--- src/rtl/wavelet_stream_driver.sv ---
// wavelet_stream_driver: host-side driver for the wavelet transform core.
// Presents each accepted sample on o_value with a held o_data_clk strobe, waits
// for the FIR pipeline to settle, sweeps o_select_output_channel over the filter
// channels, captures i_multiplexed_wavelet_out and emits the coefficients as a
// valid/ready stream (one frame per sample).
// Ports:
//   clk, rst_n                      clock, asynchronous active-low reset
//   i_sample/i_sample_valid/o_sample_ready   sample input handshake
//   o_value, o_data_clk             sample and data strobe to the core
//   o_select_output_channel         channel select to the core (upper bits 0)
//   i_multiplexed_wavelet_out       muxed coefficient from the core
//   o_coef/o_coef_channel/o_coef_last/o_coef_valid/i_coef_ready  coefficient stream
//   o_busy                          frame in progress
// Optional feature: define WAVELET_DRIVER_MASK_EN to add i_channel_mask, a
// per-frame channel enable sampled at sample accept.
module wavelet_stream_driver #(
    parameter int BITS_PER_ELEM  = 8,
    parameter int SUM_TRUNCATION = 8,
    parameter int NUM_FILTERS    = 7,
    parameter int DATA_CLK_HIGH  = 2,
    parameter int SETTLE_CYCLES  = 4,
    parameter int MUX_LATENCY    = 2
) (
    input  logic                      clk,
    input  logic                      rst_n,
    input  logic [BITS_PER_ELEM-1:0]  i_sample,
    input  logic                      i_sample_valid,
    output logic                      o_sample_ready,
    output logic [BITS_PER_ELEM-1:0]  o_value,
    output logic                      o_data_clk,
    output logic [7:0]                o_select_output_channel,
    input  logic [SUM_TRUNCATION-1:0] i_multiplexed_wavelet_out,
    output logic [SUM_TRUNCATION-1:0] o_coef,
    output logic [2:0]                o_coef_channel,
    output logic                      o_coef_last,
    output logic                      o_coef_valid,
    input  logic                      i_coef_ready,
    output logic                      o_busy
`ifdef WAVELET_DRIVER_MASK_EN
    ,
    input  logic [NUM_FILTERS-1:0]    i_channel_mask
`endif
);
    typedef enum logic [2:0] {IDLE, STROBE, SETTLE, WAIT_MUX, EMIT} state_t;

    localparam logic [15:0] STROBE_END = 16'(DATA_CLK_HIGH - 1);
    localparam logic [15:0] SETTLE_END = 16'(SETTLE_CYCLES - 1);
    localparam logic [15:0] MUX_END    = 16'(MUX_LATENCY - 1);

    state_t state_q, state_d;
    logic [15:0] cnt_q, cnt_d;
    logic [2:0] sel_q, first_ch, next_ch;
    logic has_next, accept, handshake, capture, strobe_done;
    // mask_in is the mask seen at accept, mask_q the one governing the frame
    logic [NUM_FILTERS-1:0] mask_in, mask_q;

`ifdef WAVELET_DRIVER_MASK_EN
    assign mask_in = i_channel_mask;
    always_ff @(posedge clk or negedge rst_n) begin
        if (!rst_n) mask_q <= '0;
        else if (accept) mask_q <= i_channel_mask;
    end
`else
    assign mask_in = '1;
    assign mask_q  = '1;
`endif

    assign o_sample_ready          = rst_n && state_q == IDLE;
    assign o_busy                  = state_q != IDLE;
    assign o_select_output_channel = {5'd0, sel_q};
    assign accept                  = i_sample_valid && o_sample_ready;
    assign handshake               = o_coef_valid && i_coef_ready;
    assign strobe_done             = state_q == STROBE && cnt_q == STROBE_END;

    // Lowest enabled channel for a new frame, and the next enabled channel
    // above the current select; no next channel means the current one is last.
    always_comb begin
        first_ch = '0;
        next_ch  = '0;
        has_next = 1'b0;
        for (int i = NUM_FILTERS - 1; i >= 0; i--) begin
            if (mask_in[i]) first_ch = 3'(i);
            if (mask_q[i] && i > int'(sel_q)) begin
                next_ch  = 3'(i);
                has_next = 1'b1;
            end
        end
    end

    always_comb begin
        state_d = state_q;
        cnt_d   = cnt_q + 16'd1;
        capture = 1'b0;
        case (state_q)
            IDLE: begin
                cnt_d = '0;
                if (accept) state_d = STROBE;
            end
            STROBE: if (cnt_q == STROBE_END) begin
                cnt_d   = '0;
                state_d = SETTLE_CYCLES != 0 ? SETTLE : (|mask_q ? WAIT_MUX : IDLE);
            end
            SETTLE: if (cnt_q == SETTLE_END) begin
                cnt_d   = '0;
                state_d = |mask_q ? WAIT_MUX : IDLE;
            end
            WAIT_MUX: if (cnt_q == MUX_END) begin
                cnt_d   = '0;
                capture = 1'b1;
                state_d = EMIT;
            end
            EMIT: begin
                cnt_d = '0;
                if (handshake) state_d = o_coef_last ? IDLE : WAIT_MUX;
            end
            default: state_d = IDLE;
        endcase
    end

    always_ff @(posedge clk or negedge rst_n) begin
        if (!rst_n) begin
            state_q        <= IDLE;
            cnt_q          <= '0;
            sel_q          <= '0;
            o_value        <= '0;
            o_data_clk     <= 1'b0;
            o_coef         <= '0;
            o_coef_channel <= '0;
            o_coef_last    <= 1'b0;
            o_coef_valid   <= 1'b0;
        end else begin
            state_q <= state_d;
            cnt_q   <= cnt_d;
            if (accept) begin
                o_value    <= i_sample;
                o_data_clk <= 1'b1;
                sel_q      <= first_ch;
            end
            if (strobe_done) o_data_clk <= 1'b0;
            if (capture) begin
                o_coef         <= i_multiplexed_wavelet_out;
                o_coef_channel <= sel_q;
                o_coef_last    <= !has_next;
                o_coef_valid   <= 1'b1;
            end
            // select advances on the handshake edge so the capture lands
            // exactly MUX_LATENCY edges after the select change
            if (state_q == EMIT && handshake) begin
                o_coef_valid <= 1'b0;
                if (!o_coef_last) sel_q <= next_ch;
            end
        end
    end
endmodule

--- config.mk ---
export PLATFORM = sky130hd
export DESIGN_NAME = wavelet_stream_driver
export DESIGN_NICKNAME = d
export VERILOG_FILES = /design/src/rtl/wavelet_stream_driver.sv
export SDC_FILE = /design/constraint.sdc
export NUM_CORES = 1
export LEC_CHECK = 0
export ABC_AREA = 1
export CAP_MARGIN = 20
export CORE_UTILIZATION = 48
export CTS_CLUSTER_DIAMETER = 120
export DETAILED_ROUTE_END_ITERATION = 16
export PLACE_DENSITY_LB_ADDON = 0.15
export RECOVER_POWER = 100
export SYNTH_ARGS = -nofsm -noshare
export SYNTH_HDL_FRONTEND = slang
export SYNTH_SLANG_ARGS = --single-unit
--- constraint.sdc ---
create_clock -name clk -period 3.8 [get_ports clk]
set_clock_uncertainty 0.15 [all_clocks]
set_input_delay 0.76 -clock clk [delete_from_list [all_inputs] [get_ports clk]]
set_output_delay 0.76 -clock clk [all_outputs]
set_load 0.02 [all_outputs]
==> results of run 1 <==
## power groups by stage
stage | sequential [mW] | combinational, mW | clock [mW]
3_5_place_dp | 0.699 | 0.937 | 0
4_1_cts | 0.690 | 0.941 | 0.314
5_1_grt | 0.708 | 0.940 | 0.323
2_1_floorplan | 0.823 | 0.510 | 0
6_report | 0.684 | 0.847 | 0.298
3_3_place_gp | 0.696 | 0.919 | 0
## final cells by class
cell class / count / area [µm²] / area share [%]
Inverter: 21 / 78.83 / 2.913
Sequential cell: 44 / 1101 / 40.68
Clock buffer: 8 / 90.09 / 3.329
Timing Repair Buffer: 47 / 461.7 / 17.06
Tap cell: 52 / 65.06 / 2.404
Multi-Input combinational cell: 194 / 909.6 / 33.61
## cells in the mapped netlist (all sizes together)
cell type / number / share of area [%]
nand2: 101 / 18
nor2: 46 / 10
dfrtp: 44 / 51
inv: 20 / 3.5
buf: 9 / 3.5
nand3: 9 / 2.3
xor2: 9 / 3.6
o21ai: 7 / 1.6
nand4: 4 / 1.1
xnor2: 4 / 1.6
a21oi: 2 / 0.46
ha: 2 / 1.1
a22oi: 1 / 0.35
a31o: 1 / 0.40
clkinv: 1 / 0.17
conb: 1 / 0.17
nand3b: 1 / 0.35
nor3: 1 / 0.23
o22ai: 1 / 0.29
## worst register-to-register path: stages (launching register included)
cell and delay (ns):
dfrtp_1 0.42, ha_1 0.26, nand2_1 0.08, nor2_1 0.10, nand2_1 0.06, nand2_1 0.19, nand2_4 0.05, nor2_1 1.01
nor2_1 0.09
## cell families after synthesis
group | count (synthesis) | synth area share, %
other | 1 | 0.1723
AOI/OAI and AO/OA | 12 | 3.105
and+or+nand+nor | 162 | 32.66
adders and majority gates | 2 | 1.150
xor gates and xnor gates | 13 | 5.233
DFF | 44 | 50.60
buffers and inverters | 30 | 7.073
## metrics by stage
| step | instances | hold slack (ns) | total power, mW | area, µm² | setup slack (ns) |
|---|---|---|---|---|---|
| floorplan | 268 | 0.3123 | 1.332 | 2191 | 1.787 |
| global placement | 358 | 0.3113 | 1.615 | 2644 | 1.249 |
| detailed placement | 358 | 0.3142 | 1.636 | 2644 | 1.233 |
| CTS | 366 | 0.3359 | 1.945 | 2734 | 1.065 |
| global route | 366 | 0.3438 | 1.971 | 2706 | 0.8904 |
| finish | 366 | 0.3245 | 1.830 | 2706 | 1.030 |
## per-layer routing
layer  part of all wire [%]  track usage, %  vias to the layer above
met3                    4.3           5.087                        6
met4                    1.4           9.297                        0
li1                       -               -                      903
met1                     46           24.61                      771
met2                     48           32.79                       38
met5                      0               0                        -
## worst paths after layout
kind / cells after the start / from / endpoint / slack (ns)
min: 2 / o_value[5]$_DFFE_PN0P_ / o_value[5]$_DFFE_PN0P_ / 0.32
max: 4 / state_q[0]$_DFFE_PN0P_ / o_sample_ready / 1.03
min reg2reg: 2 / o_value[5]$_DFFE_PN0P_ / o_value[5]$_DFFE_PN0P_ / 0.32
min in group asynchronous: 2 / rst_n / o_coef[4]$_DFFE_PN0P_ / 0.46
max in group asynchronous: 2 / rst_n / state_q[0]$_DFFE_PN0P_ / 2.67
max reg2reg: 8 / cnt_q[0]$_DFF_PN0_ / cnt_q[12]$_DFF_PN0_ / 1.23
## registers in the layout, indices dropped and copies added (netlist names)
register,count
cnt_q,16
o_coef,8
o_coef_channel,3
o_coef_last,1
o_coef_valid,1
o_data_clk,1
o_value,8
sel_q,3
state_q,3
==> results.ini, run 1 <==
[run_status]
status=finished clean

[cells_and_area]
antenna-diode-count=0
utilization_pct=62.16
final_nets=335
mostFrequentLayoutCells=nand2_1 (98), dfrtp_1 (44), nor2_1 (33), dlygate4sd3_1 (28), inv_1 (20)
fillerInstances=408
final_common_cell=nand2_1
area_growth_pct=24.38
drive_above_1_share_pct=7.643

[synth]
synth.distinct_cells=27
yosysWarnings=0
yosysSeqAreaShare_pct=50.60
synth_area_mm2=0.002176
synth_area_per_cell_um2=8.242
yosys_register_bits=44
syn_inst=264

[clock_tree]
clock_sinks=44
cts_resized=0
insertion_delay_ns=0.30
clkSlewWorstSetupHoldPaths_ns=0.08
ctsRootBufferMaster=clkbuf_8
htree_levels=2
cts_hold_buf=0
cts_made_buffers=5
clk_path_buf_depth=2
cts_setup_buffers=0
cts_tree=built

[critical_path]
path_class=reg2out
crit_slowest_cell=dlygate4sd3_1
critPathArrivalTime_ns=1.86
cp_max_fo=4
slowest_delay_ns=0.69
start_kind=flop
required_ns=2.89
crit_family=buffers and inverters
path_cells=nor2_1, nand2_1, nor2_1, dlygate4sd3_1
timing.critical_path.buf_inv=1
cp-end-kind=primary output
cpMostUsedCell=nor2_1

[die]
rows=24
start_util_pct=49.97
die-area_mm2=0.004806
chipWidth_um=69.33
coreArea_mm2=0.004354
die_height_um=69.33
io_pins=52

[global_routing]
grt_pass1_vias=1671
antenna_found_initial=0
grt_overflow=0
grt_max_degree=46
grt.total_usage_pct=19.96
grt_pass1_wl_um=7472

[routing]
drtPass1Iterations=4
drtIter0Drc=91
drt-vias-per-instance=4.694
drcViolationCount=0
vias=1718
wl_um=4261
ant_nets=0
wl_per_cell_um=11.64

[job]
maxCapViolCount=0

[power]
combPwrFrac_pct=46.3
switching_share_pct=41.69
seq_power_share_pct=37.4
leakage_nw=1.349
p_switching_uw=762.9
vdd.ir_drop.worst_mv=0.3502
powerDensity_mw_per_mm2=676.1
p_int_mw=1.067
clkPwrFrac_pct=16.3

[sta]
slew_violations=0
fmax_mhz=361.0
rsz0062_at_grt=false
hold_viol_final=0
setup_tns_ns=0
setup-violations-final=0
fin_crit_sh_pct=72.90
tightestPinTransition_ns=1.348
min_period_ns=2.770
maxSlewHeadroom_pct=9.806

[min_path]
hold_path_class=reg2reg

[place]
hpwl_um=3085
gp_congestion=0.8351
io_buffer_count=46

(Power assumes the default switching activity.)
==> run 2, diff against run 1 <==
- clock period: 3.8 -> 2.6 ns (I/O delays scaled with it)
==> results.ini, run 2 (synthesized netlist as in run 1, its figures left out) <==
[run_status]
status=finished clean

[critical_path]
crit_slowest_cell=clkdlybuf4s50_1
critPathArrivalTime_ns=1.80
cp_max_fo=4
slowest_delay_ns=0.61
r2r-start=cnt_q[8]$_DFF_PN0_
path_class=reg2out
reg2reg_depth=8
cpMostUsedCell=nor2_1
start_kind=flop
ff2ff_setup_slack_ns=0.36
path_cells=nor2_1, nand2_1, nor2_1, clkdlybuf4s50_1
required_ns=1.93
cp-end-kind=primary output
r2r_end=cnt_q[1]$_DFF_PN0_

[cells_and_area]
mostFrequentLayoutCells=nand2_1 (98), dfrtp_1 (44), nor2_1 (32), dlygate4sd3_1 (26), inv_1 (20)
final_nets=336
drive_above_1_share_pct=8.571
final_common_cell=nand2_1
area_growth_pct=24.67
reg_top3=cnt_q x16, o_coef x8, o_value x8
utilization_pct=62.30
max_flop_register=cnt_q
antenna-diode-count=0
largest_register_ffs=16
final_cell_area_mm2=0.002713

[routing]
wl_per_cell_um=11.50
drtPass1Iterations=4
ant_nets=0
drtIter0Drc=135
drt-vias-per-instance=4.749
drcViolationCount=0
wl_um=4222
vias=1743

[min_path]
hold_path_class=reg2reg
whs_path_depth=2
hold_end=o_value[1]$_DFFE_PN0P_
worstHoldStart=o_value[1]$_DFFE_PN0P_

[place]
dpl_cell_area_mm2=0.002651
io_buffer_count=46
gp_congestion=0.8049
place_ws_ns=0.4478
hpwl_um=3059

[power]
powerDensity_mw_per_mm2=990.2
vdd.ir_drop.worst_mv=0.5883
total_power_mw=2.686
leakage_nw=1.341

[sta]
tightestPinTransition_ns=1.081
fmax_mhz=405.3
maxSlewHeadroom_pct=27.96
setup-violations-final=0
fin_crit_sh_pct=94.90
hold_viol_final=0
slew_violations=0
min_period_ns=2.467
worst_slack_ns=0.1326
setup_tns_ns=0
rsz0062_at_grt=false

[clock_tree]
ctsRootBufferMaster=clkbuf_8
cts_resized=0
cts_setup_buffers=0
htree_levels=2
insertion_delay_ns=0.30
cts_tree=built
clkSlewWorstSetupHoldPaths_ns=0.08
clk_path_buf_depth=2
clock_sinks=44
cts_hold_buf=0
cts_made_buffers=5

[global_routing]
antenna_found_initial=0
grt_pass1_vias=1630
grt_max_degree=46
grt_pass1_wl_um=7465
grt_overflow=0
grt.total_usage_pct=19.64

[die]
die_height_um=69.33
die-area_mm2=0.004806
io_pins=52
chipWidth_um=69.33
start_util_pct=49.97
coreArea_mm2=0.004354
rows=24

[job]
maxCapViolCount=0

## run 2: worst max-delay path by stage
stage                                      start                 end  slack [ns]
after floorplan           state_q[0]$_DFFE_PN0P_  sel_q[0]$_DFF_PN0_        0.74
after global placement    state_q[0]$_DFFE_PN0P_      o_sample_ready        0.49
after detailed placement  state_q[0]$_DFFE_PN0P_      o_sample_ready        0.45
after CTS                 state_q[0]$_DFFE_PN0P_      o_sample_ready        0.11
after global routing      state_q[0]$_DFFE_PN0P_      o_sample_ready        0.06
final                     state_q[0]$_DFFE_PN0P_      o_sample_ready        0.13
## run 2: worst max-delay path: cells and delay by family (launching register included)
kind                   cells  cell delay (ns)
flip-flops                 1             0.40
AND/OR/NAND/NOR            3             0.50
buffers and inverters      1             0.61
## run 2: final cells by class
type	instances	area, µm²
multi-input combinational	194	912.1
inverter	21	78.83
fill	385	1642
timing repair buffer	48	462.9
clock buffer	5	68.82
tap	52	65.06
clock inverter	3	23.77
sequential	44	1101
## run 2: report_power, final
part           switching, mW  leakage, nW  internal (mW)  total [mW]
registers              0.121        0.574          0.882        1.00
clock network          0.245       0.0404          0.190       0.435
logic                  0.781        0.726          0.467        1.25
## run 2: per-layer routing
metal	GRT usage [%]	share of wire [%]	vias to the layer above
li1	-	-	903
met1	25.48	48	804
met2	31.93	48	32
met3	5.523	3.2	4
met4	6.122	0.83	0
met5	0	0	-
## run 2: per-stage QoR
step	hold WS, ns	instances
global route	0.3570	367
finish	0.3270	367
detailed placement	0.3165	359
global placement	0.3120	359
CTS	0.1922	367
floorplan	0.07441	268
